<file path="src/rtl/layer_mac_scheduler.sv">
// rtl/layer_mac_scheduler.sv - one fully connected layer sequenced through a single shared fp16 MAC
//
// Ports:
//   clk96, rst96           clock; asynchronous active-high reset
//   start96, in_values96   launch one evaluation; activations are latched with start96
//   w_addr96, w_data96     weight RAM address (registered) / read data (1-cycle latency)
//   mac_a96/b96/c96        FMA operands a*b+c, qualified by mac_valid96
//   mac_res_valid96/res96  FMA result return
//   busy96, done96, err96  status: not idle / one-cycle completion pulse / sticky timeout
//   result96               per-neuron outputs, neuron j at bits [j*16 +: 16]
//
// Weight layout: address = i*NUMBER_NEURONS96 + j, where i = 0 is the bias weight
// (multiplied by a constant 1.0 activation) and i = 1..NUMBER_INPUTS96 are the inputs.

module layer_mac_scheduler #(
  parameter int NUMBER_INPUTS96  = 6,
  parameter int NUMBER_NEURONS96 = 4,
  parameter int TIMEOUT96        = 64,
  parameter int RELU96           = 1,
  localparam int AW = $clog2((NUMBER_INPUTS96 + 1) * NUMBER_NEURONS96)
) (
  input  logic                           clk96,
  input  logic                           rst96,
  input  logic                           start96,
  input  logic [NUMBER_INPUTS96*16-1:0]  in_values96,
  output logic [AW-1:0]                  w_addr96,
  input  logic [15:0]                    w_data96,
  output logic [15:0]                    mac_a96,
  output logic [15:0]                    mac_b96,
  output logic [15:0]                    mac_c96,
  output logic                           mac_valid96,
  input  logic                           mac_res_valid96,
  input  logic [15:0]                    mac_res96,
  output logic                           busy96,
  output logic                           done96,
  output logic                           err96,
  output logic [NUMBER_NEURONS96*16-1:0] result96
);

  localparam int IW = $clog2(NUMBER_INPUTS96 + 1);
  localparam int JW = $clog2(NUMBER_NEURONS96 + 1);
  localparam int TW = $clog2(TIMEOUT96 + 1);

  localparam logic [IW-1:0] I_LAST = IW'(NUMBER_INPUTS96);
  localparam logic [JW-1:0] J_LAST = JW'(NUMBER_NEURONS96 - 1);
  localparam logic [TW-1:0] T_LAST = TW'(TIMEOUT96 - 1);

  localparam logic [15:0] FP16_ONE = 16'h3C00;

  typedef enum logic [2:0] {
    IDLE  = 3'd0,
    FETCH = 3'd1,
    ISSUE = 3'd2,
    WAIT  = 3'd3,
    ACT   = 3'd4,
    DONE  = 3'd5
  } state_t;

  state_t                          state_q, state_d;
  logic [15:0]                     buf_q [0:NUMBER_INPUTS96];
  logic [15:0]                     buf_d [0:NUMBER_INPUTS96];
  logic [IW-1:0]                   i_q, i_d;
  logic [JW-1:0]                   j_q, j_d;
  logic [15:0]                     acc_q, acc_d;
  logic                            err_q, err_d;
  logic [NUMBER_NEURONS96*16-1:0]  result_q, result_d;
  logic [AW-1:0]                   w_addr_q, w_addr_d;
  logic [TW-1:0]                   wait_cnt_q, wait_cnt_d;

  logic [IW-1:0]                   i_inc;
  logic [JW-1:0]                   j_inc;
  logic [15:0]                     store_val;

  // Weight address for (input i, neuron j).
  function automatic logic [AW-1:0] weight_addr(input logic [IW-1:0] i, input logic [JW-1:0] j);
    logic [31:0] t;
    t = 32'(i) * 32'(NUMBER_NEURONS96) + 32'(j);
    return t[AW-1:0];
  endfunction

  assign i_inc = i_q + 1'b1;
  assign j_inc = j_q + 1'b1;

  // Negative sums (including -0.0) clamp to +0.0 when ReLU is enabled.
  assign store_val = ((RELU96 != 0) && acc_q[15]) ? 16'h0000 : acc_q;

  always_comb begin
    state_d     = state_q;
    buf_d       = buf_q;
    i_d         = i_q;
    j_d         = j_q;
    acc_d       = acc_q;
    err_d       = err_q;
    result_d    = result_q;
    w_addr_d    = w_addr_q;
    wait_cnt_d  = wait_cnt_q;
    mac_valid96 = 1'b0;
    mac_a96     = 16'h0000;
    mac_b96     = 16'h0000;
    mac_c96     = 16'h0000;

    case (state_q)
      IDLE: begin
        if (start96) begin
          buf_d[0] = FP16_ONE;
          for (int k = 0; k < NUMBER_INPUTS96; k++) begin
            buf_d[k+1] = in_values96[k*16 +: 16];
          end
          i_d        = '0;
          j_d        = '0;
          acc_d      = 16'h0000;
          err_d      = 1'b0;
          wait_cnt_d = '0;
          w_addr_d   = weight_addr('0, '0);
          state_d    = FETCH;
        end
      end

      // The address was registered on entry, so the RAM samples it during
      // this cycle and the weight is on w_data96 throughout ISSUE.
      FETCH: begin
        state_d = ISSUE;
      end

      ISSUE: begin
        mac_valid96 = 1'b1;
        mac_a96     = buf_q[i_q];
        mac_b96     = w_data96;
        mac_c96     = acc_q;
        wait_cnt_d  = '0;
        state_d     = WAIT;
      end

      WAIT: begin
        if (mac_res_valid96) begin
          acc_d = mac_res96;
          if (i_q == I_LAST) begin
            state_d = ACT;
          end else begin
            i_d      = i_inc;
            w_addr_d = weight_addr(i_inc, j_q);
            state_d  = FETCH;
          end
        end else if (wait_cnt_q == T_LAST) begin
          // Abandon the layer; result96 keeps whatever was already stored.
          err_d   = 1'b1;
          state_d = IDLE;
        end else begin
          wait_cnt_d = wait_cnt_q + 1'b1;
        end
      end

      ACT: begin
        for (int n = 0; n < NUMBER_NEURONS96; n++) begin
          if (j_q == JW'(n)) begin
            result_d[n*16 +: 16] = store_val;
          end
        end
        acc_d = 16'h0000;
        i_d   = '0;
        if (j_q == J_LAST) begin
          state_d = DONE;
        end else begin
          j_d      = j_inc;
          w_addr_d = weight_addr('0, j_inc);
          state_d  = FETCH;
        end
      end

      DONE: begin
        state_d = IDLE;
      end

      default: begin
        state_d = IDLE;
      end
    endcase
  end

  always_ff @(posedge clk96 or posedge rst96) begin
    if (rst96) begin
      state_q    <= IDLE;
      for (int k = 0; k <= NUMBER_INPUTS96; k++) begin
        buf_q[k] <= 16'h0000;
      end
      i_q        <= '0;
      j_q        <= '0;
      acc_q      <= 16'h0000;
      err_q      <= 1'b0;
      result_q   <= '0;
      w_addr_q   <= '0;
      wait_cnt_q <= '0;
    end else begin
      state_q    <= state_d;
      buf_q      <= buf_d;
      i_q        <= i_d;
      j_q        <= j_d;
      acc_q      <= acc_d;
      err_q      <= err_d;
      result_q   <= result_d;
      w_addr_q   <= w_addr_d;
      wait_cnt_q <= wait_cnt_d;
    end
  end

  assign w_addr96 = w_addr_q;
  assign busy96   = (state_q != IDLE);
  assign done96   = (state_q == DONE);
  assign err96    = err_q;
  assign result96 = result_q;

endmodule

</file>
<file path="config.mk">
export PLATFORM = sky130hd
export DESIGN_NAME = layer_mac_scheduler
export DESIGN_NICKNAME = d
export VERILOG_FILES = /design/src/rtl/layer_mac_scheduler.sv
export SDC_FILE = /design/constraint.sdc
export NUM_CORES = 1
export LEC_CHECK = 0
export BUFFER_PORTS_ARGS = -buffer_cell sky130_fd_sc_hd__buf_4
export CAP_MARGIN = 20
export CELL_PAD_IN_SITES_DETAIL_PLACEMENT = 1
export CELL_PAD_IN_SITES_GLOBAL_PLACEMENT = 2
export CORE_MARGIN = 2
export CORE_UTILIZATION = 28
export DETAILED_ROUTE_END_ITERATION = 6
export MAX_ROUTING_LAYER = met4
export PLACE_DENSITY = 0.77
export RECOVER_POWER = 25
export SYNTH_ARGS = -nofsm -noshare
export SYNTH_HDL_FRONTEND = slang
export SYNTH_SLANG_ARGS = --single-unit
export TNS_END_PERCENT = 100
</file>
<file path="constraint.sdc">
create_clock -name clk96 -period 5.9 [get_ports clk96]
set_input_delay 0.295 -clock clk96 [delete_from_list [all_inputs] [get_ports clk96]]
set_output_delay 0.295 -clock clk96 [all_outputs]
set_load 0.02 [all_outputs]
</file>
==> summary by stage <==
Critical path
Counting both buffers and inverters, the worst setup path holds a total of 4. The worst setup path is captured at an asynchronous set/reset pin. In this run the register-to-register setup slack is 2.98 ns. The maximum fanout encountered on the critical timing path is between 70 and 80. Data arrives at the worst endpoint at 4.33 ns. The worst register-to-register path has a depth of 4. For this design, the slowest cell found on the critical path is sky130_fd_sc_hd__clkinvlp_2.

The critical path is of the in -> async type. The source of the worst register-to-register timing path is state_q[2]. At the worst endpoint, the required time is between 6 and 7 ns. The worst setup path is launched from an input port.

The dominant delay contributor by cell family on the critical path is buffers and inverters. The largest single stage delay on the critical path is 1.71 ns. The reg-to-reg endpoint is buf_q[78]. Walking the worst path, the cells encountered are dlygate4sd3_1 -> clkbuf_4 -> clkinvlp_2 -> clkbuf_2.

Timing
Headroom to the max-slew limit came out at -107%. The number of pins exceeding their max-slew limit in the final report is 145. The total setup violations reported at the end of the flow is 0.

Setup repair after global routing left no endpoint under its margin. The pin slew with the least headroom to its limit is about 3.1 ns. Hold is met by 0.0841 ns. The portion of the clock cycle consumed by the worst path in the final layout is between 70% and 80%. Subtracting the final worst setup slack from the clock period gives approximately 4.2 ns. Between clock sinks in the finished design, the worst skew comes to 0.0163 ns. The count of endpoints failing hold in the final timing report is 0.

In the final timing run, aggregate negative setup slack is 0 ns. Derived from the worst setup path, the maximum achievable clock frequency is 0.241 GHz.

Status
The final reports fail on max-capacitance violations, max-slew violations. The run finished, with violations left.

Power
For this design the ratio of total power to cell area is between 400 and 500 nW/um2. Sequential cells burn 40.3% of the power. VDD sags by at most around 210 uV. In this run the power spent charging and discharging nets is a little under 2 mW. The relative contribution of combinational cells to total power is approximately 36%.

The cell-internal power is between 3 and 4 mW. The leakage power figure is approximately 5.2 nW. The clock network burns a little under a quarter of the power.

The total power draw is 5.26 mW. The proportion of total power due to net switching is 37.4%.

Floorplanning
The I/O pin total is 253. The full die area is about 33000 um2. The starting utilization of the core area is 28.3%. After floorplanning, the core was divided into 65 placement rows. The die outline width is about 180 um. The core region is ~31000 um2. The vertical extent of the die is between 150 and 200 um.

Global routing
The layer flagged by global routing as most heavily used is met2. The via count of the first global-routing pass is 6830. The global routing usage on met3 is under 10%.

The wire length of the first global-routing pass is 40.6 mm. The aggregate global-route resource usage is around 16%. Entering global routing, the biggest net connects 143 pins. For this run, global-route usage on met2 was measured as ~26%.

For this run, global-route usage on met1 was measured as between 20% and 30%. The initial antenna violation count was 0. The leftover overflow at the end of global routing is 0.

Finish
The utilization of the core after routing is a little over a third. The layout cell share with drive strength beyond 1 is a little over a third. The finished cells cover 11500 um2. The area added between synthesis and finish is 29.4%.

The final layout net count is roughly 1100. The total inserted antenna cells is 0.

Synth
For this run, the leading register cell type out of synthesis is sky130_fd_sc_hd__dfrtp_1. The mean post-synth cell area is around 11 um2. After technology mapping, the gate count stands at 777. The cell with the most instances after synthesis is sky130_fd_sc_hd__dfrtp_1. The share of the Yosys chip area taken by registers is a little over half. The number of storage elements in the synthesis netlist is roughly 200. The number of distinct library cells after synthesis is around 50. The fraction of synthesis flops using an asynchronous set or reset pin is between 90% and 100%. During synthesis, Yosys emitted a total of 0 warnings.

The synthesized design spends more area on one cell type than any other, namely sky130_fd_sc_hd__dfrtp_1. By count the netlist is led by sky130_fd_sc_hd__dfrtp_1, sky130_fd_sc_hd__nand2_1, sky130_fd_sc_hd__mux2_2. The number of enable-type register cells in the synthesized netlist is 0. The netlist area before placement is slightly below 9000 um2. By area the synthesized netlist is led by sky130_fd_sc_hd__dfrtp_1, sky130_fd_sc_hd__mux2_2, sky130_fd_sc_hd__nand2_1, sky130_fd_sc_hd__o21ai_0, sky130_fd_sc_hd__and2_1. Of the post-synthesis cell area, the dominant cell type holds between 50% and 60%.

Drt
After detailed routing, the average wire length per cell comes to about 19 um. The remaining antenna violation count after routing is 0. The routed layout has approximately 6600 vias.

The overall routed net length is ~26 mm. The number of DRC markers in iteration 0 is about 370. In the routed design, unresolved DRC markers number 0.

Before antenna repair, the detailed router went through 4 iterations. After detailed routing, the number of vias per cell comes to around 4.7.

Clocking
TritonCTS built the clock tree. The latest clock arrival within the worst-skew pair is 0.43 ns. Clock tree synthesis found a total of approximately 200 sinks. The number of CTS-inserted buffers is 17.

After clock tree synthesis, the clock-pin slew on the worst setup and hold paths is approximately 0.080 ns. The cell at the root of the clock tree is sky130_fd_sc_hd__clkbuf_16. The total of cells resized after clock tree synthesis is 0. The longest clock path from root to sink contains 2 buffers. The number of H-tree branching levels is 4.

Placement
The quantity of I/O buffers inserted on ports is 248. At the end of routability-driven placement, the weighted congestion stood at around 0.86. The HPWL after detailed placement is roughly 19 mm.

The standard cell area after detailed placement is ~11000 um2.

Hold path
The source of the worst hold timing path is in_values96[33]. The capture endpoint of the worst hold path is buf_q[49]. The worst hold path belongs to the class in -> reg. The worst hold path was traced through 2 stages.

Run
The number of maximum-capacitance violations is 2.
logic make-up after synthesis:
| group | after synthesis | share of synthesized area (%) |
|---|---|---|
| multiplexers | 137 | 17.5 |
| AND/OR/NAND/NOR | 212 | 11.6 |
| other | 1 | 0.0423 |
| adder cells (fa/ha/maj) | 10 | 1.41 |
| XOR/XNOR | 2 | 0.197 |
| AO/OA/AOI/OAI | 149 | 10.1 |
| buffers and inverters | 71 | 4.10 |
| flip-flops | 195 | 55.0 |
metrics by stage:
stage,std cells,setup slack [ns]
floorplan,780,0.293
global placement,1379,2.57
detailed placement,1379,2.51
CTS,1411,2.01
global route,1414,0.925
finish,1414,1.74
power by group through the flow:
stage,Sequential [mW],Clock [mW],Combinational (mW)
6_report,2.12,1.25,1.89
5_1_grt,2.19,1.33,2.05
4_1_cts,2.12,1.29,1.92
3_5_place_dp,2.14,0,1.91
3_3_place_gp,2.13,0,1.87
2_1_floorplan,1.95,0,1.42
routing by layer:
layer | share of wire [%] | up-vias
li1 | - | 3126
met3 | 3.6 | 20
met5 | 0 | -
met2 | 48 | 143
met1 | 47 | 3317
met4 | 1.5 | 0
state kept, by name, indices dropped and copies added, names as in the netlist:
| register | flops |
|---|---|
| state_q | 3 |
| j_q | 3 |
| w_addr96 | 5 |
| wait_cnt_q | 7 |
| err96 | 1 |
| result96 | 60 |
| acc_q | 16 |
| i_q | 3 |
| buf_q | 97 |
worst max-delay path by stage:
stage                    end    from  slack, ns  cells past startpoint
6_report          state_q[1]   rst96       1.74                      4
5_1_grt        wait_cnt_q[2]   rst96       0.93                      4
4_1_cts          mac_a96[11]  i_q[0]       2.01                      5
3_5_place_dp     mac_a96[12]  i_q[0]       2.51                      5
3_3_place_gp     mac_a96[11]  i_q[0]       2.57                      5
2_1_floorplan       acc_q[0]   rst96       0.29                      1
repair_timing:
action / CTS / global route
hold endpoints to repair: 0 / 67
setup buffers: 0 / 0
hold buffers: 0 / 1
cell usage in the layout (no fill, tap or decap), types with 5 or more instances in the layout:
master                        n
sky130_fd_sc_hd__mux2_1       8
sky130_fd_sc_hd__nor2b_1      5
sky130_fd_sc_hd__a211oi_1    15
sky130_fd_sc_hd__inv_1       14
sky130_fd_sc_hd__a21oi_1     19
sky130_fd_sc_hd__dfrtp_1    194
sky130_fd_sc_hd__buf_4      204
sky130_fd_sc_hd__clkinv_8     7
sky130_fd_sc_hd__mux2i_1     19
sky130_fd_sc_hd__ha_1        10
sky130_fd_sc_hd__o21ai_0     81
sky130_fd_sc_hd__nand3_1      6
sky130_fd_sc_hd__and2_1      34
sky130_fd_sc_hd__nand2_1    112
sky130_fd_sc_hd__mux2_2     100
sky130_fd_sc_hd__a221oi_1    17
sky130_fd_sc_hd__mux2_4      10
sky130_fd_sc_hd__clkbuf_16   18
sky130_fd_sc_hd__nor2_1      19
sky130_fd_sc_hd__nand2b_1    17
sky130_fd_sc_hd__clkbuf_1    47
area by class of cell:
class	count	area, um2
Clock buffer	18	439
Tap cell	402	503
Timing Repair Buffer	255	1760
Multi-Input combinational cell	514	3640
Clock inverter	14	201
Inverter	16	61.3
Sequential cell	195	4880
Fill cell	3498	19900
Note: power is estimated with default switching activity, not from simulation.
